`src/rtl/id_ex_operand_stage.sv`:
```
// ID/EX operand stage: resolves register operands through EX/MEM/WB forwarding,
// detects load-use hazards and registers the result into the ID/EX pipeline register.
module id_ex_operand_stage #(
  parameter int unsigned CTRL_W = 16,
  parameter int unsigned CNT_W  = 16
) (
  input  logic              clk,
  input  logic              reset_n,
  input  logic              id_valid,
  input  logic [4:0]        id_rn,
  input  logic [4:0]        id_rm,
  input  logic              id_uses_rn,
  input  logic              id_uses_rm,
  input  logic [4:0]        id_rd,
  input  logic              id_reg_write,
  input  logic              id_is_load,
  input  logic [63:0]       id_imm,
  input  logic [CTRL_W-1:0] id_ctrl,
  input  logic [63:0]       rf_data1,
  input  logic [63:0]       rf_data2,
  input  logic [63:0]       ex_alu_result,
  input  logic              mem_reg_write,
  input  logic [4:0]        mem_rd,
  input  logic [63:0]       mem_data,
  input  logic              wb_reg_write,
  input  logic [4:0]        wb_rd,
  input  logic [63:0]       wb_data,
  input  logic              flush,
  output logic              stall,
  output logic              ex_valid,
  output logic [63:0]       ex_op_a,
  output logic [63:0]       ex_op_b,
  output logic [63:0]       ex_imm,
  output logic [4:0]        ex_rd,
  output logic              ex_reg_write,
  output logic              ex_is_load,
  output logic [CTRL_W-1:0] ex_ctrl,
  output logic [CNT_W-1:0]  stall_count
);

  localparam int unsigned XLEN = 64;
  localparam logic [4:0]  XZR  = 5'd31;

  logic            ex_fwd_en;
  logic            load_use;
  logic            capture;
  logic [XLEN-1:0] op_a_c;
  logic [XLEN-1:0] op_b_c;

  function automatic logic hit(input logic uses, input logic [4:0] src,
                               input logic we, input logic [4:0] dst);
    return uses && (src != XZR) && we && (dst == src);
  endfunction

  // A load in EX has no result yet, so it never forwards from EX.
  assign ex_fwd_en = ex_valid & ex_reg_write & ~ex_is_load;

  always_comb begin
    op_a_c = rf_data1;
    if (id_rn == XZR)                                     op_a_c = '0;
    else if (hit(id_uses_rn, id_rn, ex_fwd_en, ex_rd))    op_a_c = ex_alu_result;
    else if (hit(id_uses_rn, id_rn, mem_reg_write, mem_rd)) op_a_c = mem_data;
    else if (hit(id_uses_rn, id_rn, wb_reg_write, wb_rd))   op_a_c = wb_data;
  end

  always_comb begin
    op_b_c = rf_data2;
    if (id_rm == XZR)                                     op_b_c = '0;
    else if (hit(id_uses_rm, id_rm, ex_fwd_en, ex_rd))    op_b_c = ex_alu_result;
    else if (hit(id_uses_rm, id_rm, mem_reg_write, mem_rd)) op_b_c = mem_data;
    else if (hit(id_uses_rm, id_rm, wb_reg_write, wb_rd))   op_b_c = wb_data;
  end

  // Load-use: the instruction in ID needs a value the EX-stage load has not fetched yet.
  assign load_use = id_valid & ex_valid & ex_is_load & (ex_rd != XZR) &
                    ((id_uses_rn & (id_rn == ex_rd)) | (id_uses_rm & (id_rm == ex_rd)));

  assign stall   = reset_n & ~flush & load_use;
  assign capture = ~flush & ~load_use & id_valid;

  always_ff @(posedge clk) begin
    if (!reset_n) begin
      ex_valid     <= 1'b0;
      ex_op_a      <= '0;
      ex_op_b      <= '0;
      ex_imm       <= '0;
      ex_rd        <= '0;
      ex_reg_write <= 1'b0;
      ex_is_load   <= 1'b0;
      ex_ctrl      <= '0;
      stall_count  <= '0;
    end else begin
      if (capture) begin
        ex_valid     <= 1'b1;
        ex_op_a      <= op_a_c;
        ex_op_b      <= op_b_c;
        ex_imm       <= id_imm;
        ex_rd        <= id_rd;
        ex_reg_write <= id_reg_write;
        ex_is_load   <= id_is_load;
        ex_ctrl      <= id_ctrl;
      end else begin
        ex_valid     <= 1'b0;
        ex_op_a      <= '0;
        ex_op_b      <= '0;
        ex_imm       <= '0;
        ex_rd        <= '0;
        ex_reg_write <= 1'b0;
        ex_is_load   <= 1'b0;
        ex_ctrl      <= '0;
      end
      if (stall && (stall_count != {CNT_W{1'b1}}))
        stall_count <= stall_count + CNT_W'(1);
    end
  end

endmodule

```
`config.mk`:
```
export PLATFORM = sky130hd
export DESIGN_NAME = id_ex_operand_stage
export DESIGN_NICKNAME = d
export VERILOG_FILES = /design/src/rtl/id_ex_operand_stage.sv
export SDC_FILE = /design/constraint.sdc
export NUM_CORES = 1
export LEC_CHECK = 0
export CAP_MARGIN = 20
export CELL_PAD_IN_SITES_DETAIL_PLACEMENT = 1
export CELL_PAD_IN_SITES_GLOBAL_PLACEMENT = 2
export CORE_AREA = 8 8 256 258
export CTS_CLUSTER_SIZE = 20
export DETAILED_ROUTE_END_ITERATION = 16
export DIE_AREA = 0 0 264 266
export HOLD_SLACK_MARGIN = 0.1
export PLACE_DENSITY = 0.74
export SYNTH_ARGS = -nofsm -noshare
export SYNTH_HDL_FRONTEND = slang
export SYNTH_SLANG_ARGS = --single-unit
```
`constraint.sdc`:
```
create_clock -name clk -period 6.5 [get_ports clk]
set_clock_uncertainty 0.15 [all_clocks]
set_input_delay 1.625 -clock clk [delete_from_list [all_inputs] [get_ports clk]]
set_output_delay 1.625 -clock clk [all_outputs]
set_load 0.02 [all_outputs]
```
==> metrics.cfg, run 1 <==
[outcome]
status = finished clean

[min_path]
hp-class = reg2reg

[global_route]
track_usage = 0.180
grt_antenna_before_repair = 12
grt.overflow.total = 0
grt_pass1_vias = 13600
grt_max_degree = 74
grt_first_pass_wirelength_microns = 95500

[timing]
hold_violations = 0
fmax_mhz = 179
worst_pin_slew_ps = 1050
relSlewSlack = 0.300
fin_setup_tns_ps = 0
fin_crit_sh = 0.860
fin_crit_ps = 5590
finalSetupViolCount = 0
rsz0062_at_grt = no
slew_viol_final = 0

[routing]
drt_wl_total_microns = 67100
drc_errors = 0
first_pass_iters = 5
avgRoutedWirePerCell_microns = 24.5
vias = 12300
ant_nets = 0
vias_per_cell = 4.50
drt_iter0_drc = 560

[finish]
areaGrowthSynthToFinish_pct = 79.2
fill_cells = 7134
instances_no_fill = 2741
drive_gt1_frac = 0.0411
nets = 2360
seq_area_sq_mm = 0.00464
final_cell_mix = 667 x clkdlybuf4s50_1, 327 x nand2_1, 232 x dfxtp_1
multiInputGateArea_sq_mm = 0.00549
fin_area_sq_mm = 0.0191
utilization = 0.311
final_common_cell = clkdlybuf4s50_1

[floorplan]
dieArea_sq_mm = 0.0702
ioPinCount = 668
dieHeight_microns = 266
start_util = 0.174
die_x_microns = 264
core_area_sq_mm = 0.0613
rows = 91

[setup_path]
critical_path.max_fanout = 11
crit_path_end_kind = output pin
crit_path_start_kind = input port
reg2reg_setup_slack_ps = 3620
crit_type = in2out
worstPathRequired_ps = 4720
critical_path_arrival_ps = 3820

[yosys]
synthFlopType = dfxtp_1
synth_top_family_by_area = simple AND/OR/NAND/NOR gates
async_flop_share = 0
synth_compound_area_frac = 0.196
synthAdderAreaFrac = 0.00118
syn-cell-area_sq_mm = 0.0106
seq_area_frac_synth = 0.436
yosysWarnings = 0
synth_cell_types = 46
syn_nets = 1750
synthXorXnorAreaFrac = 0.0255
ys_seq_elements = 232
synth_edf_count = 0
synth_mux_area_frac = 0.0376
avgSynthCellArea_sq_um = 8.10
synth-simple-area-share = 0.251
synthCells = 1314

[placement]
placed_area_sq_mm = 0.0180
dp.cells = 2680
dp_hpwl_microns = 50400
place.gp.congestion = 0.792
io_buffers = 667

[pwr]
power_density_mw_per_mm2 = 199
max-vdd-ir-drop_mv = 0.189
leakagePower_uw = 0.00733
p_total_uw = 3800

[run]
cap_viol_max_count = 0

[cts]
numCtsBuffers = 30
cts-resized-gates = 0
hold_buffers = 0
postCtsSetupRepairBufs = 0
htreeDepth = 1
clk_pin_slew_ps = 60
clock_sinks = 232
cts_tree = built
cts-root-buf = clkbuf_16
clk_latency_ps = 580
clock_path_buffers = 3

-- critical path, stage by stage --
cell	delay (ps)
clkdlybuf4s50_1	690
nand3b_1	310
a211o_1	320
o21ba_2	260
clkdlybuf4s50_1	610
-- report_power, final --
group / internal [uW] / leakage, uW / switching (uW)
Sequential: 1460 / 0.00189 / 14.1
Clock: 1040 / 0.000491 / 682
Combinational: 371 / 0.00495 / 230
Total: 2870 / 0.00733 / 926
-- metrics by stage --
step                      hold WS (ps)  setup slack [ps]
after floorplan                    409              2090
after global placement             335               975
after detailed placement           346               905
after CTS                          359               902
after global routing               393               791
final                              358               910
-- logic make-up (layout without fill, tap and decap cells) --
kind of cell / after synthesis / count (layout)
compound gates: 288 / 288
xor+xnor: 31 / 31
fa+ha+maj: 1 / 1
buf+inv: 112 / 744
flops: 232 / 232
mux: 40 / 40
other cells: 0 / 5
simple gates: 610 / 610
-- cells in the mapped netlist, types with 3 or more instances --
cell type | count | area [sq um]
a211oi_1 | 3 | 22.5
and4_1 | 5 | 43.8
nand2b_1 | 5 | 31.3
nand4_1 | 9 | 56.3
a211o_1 | 38 | 333
nand2_1 | 329 | 1230
and2_1 | 87 | 544
a311o_1 | 91 | 911
buf_2 | 23 | 115
nor2_1 | 137 | 514
o21ai_1 | 7 | 35.0
clkbuf_1 | 55 | 206
buf_1 | 11 | 41.3
and3_1 | 6 | 37.5
or3_1 | 4 | 25.0
nor3_1 | 4 | 20.0
mux2i_1 | 40 | 400
dfxtp_1 | 232 | 4640
inv_1 | 6 | 22.5
buf_4 | 6 | 45.0
a21oi_1 | 139 | 696
nand3_1 | 9 | 45.0
xor2_1 | 13 | 114
xnor2_1 | 18 | 158
buf_6 | 11 | 124
-- state kept, by name (all words and copies together), names as in the netlist --
signal / cells
ex_valid: 1
ex_rd: 5
ex_reg_write: 1
ex_imm: 64
ex_op_b: 64
ex_op_a: 64
ex_ctrl: 16
ex_is_load: 1
stall_count: 16
-- cell type report --
type / instances / share of cell area
multi-input cells: 970 / 0.288
inverters: 6 / 0.00118
clock buffers: 45 / 0.0460
flip-flops and latches: 232 / 0.243
clock inverters: 9 / 0.00715
repair buffers: 684 / 0.362
well taps: 790 / 0.0518
diodes: 5 / 0.000656
-- path summary, 6_finish.rpt --
kind | endpoint | startpoint | depth (start not counted)
setup / recovery | stall | reset_n | 5
setup reg to reg | ex_op_b[17]$_SDFF_PP0_ | ex_rd[0]$_SDFF_PN0_ | 7
hold reg to reg | stall_count[12]$_SDFFE_PN0P_ | stall_count[12]$_SDFFE_PN0P_ | 1
hold / removal | stall_count[12]$_SDFFE_PN0P_ | stall_count[12]$_SDFFE_PN0P_ | 1
-- layer usage --
layer  vias to the layer above  track usage  wire length [microns]
met3                        79       0.0587                   5170
met1                      6037        0.199                  26300
met4                         6       0.0379                   1420
met2                       495        0.334                  34200
met5                         -            0                     35
li1                       5728            -                      -
Note: power is estimated with default switching activity, not from simulation.
==> run 2: changes to the inputs <==
--- a/config.mk
+++ b/config.mk
@@ -12,6 +12,7 @@
 export CTS_CLUSTER_SIZE = 20
 export DETAILED_ROUTE_END_ITERATION = 16
 export DIE_AREA = 0 0 264 266
+export GPL_ROUTABILITY_DRIVEN = 0
 export HOLD_SLACK_MARGIN = 0.1
 export PLACE_DENSITY = 0.74
 export SYNTH_ARGS = -nofsm -noshare
==> results of run 2 <==
No change in the layout: final DEF, timing and power equal those of run 1.
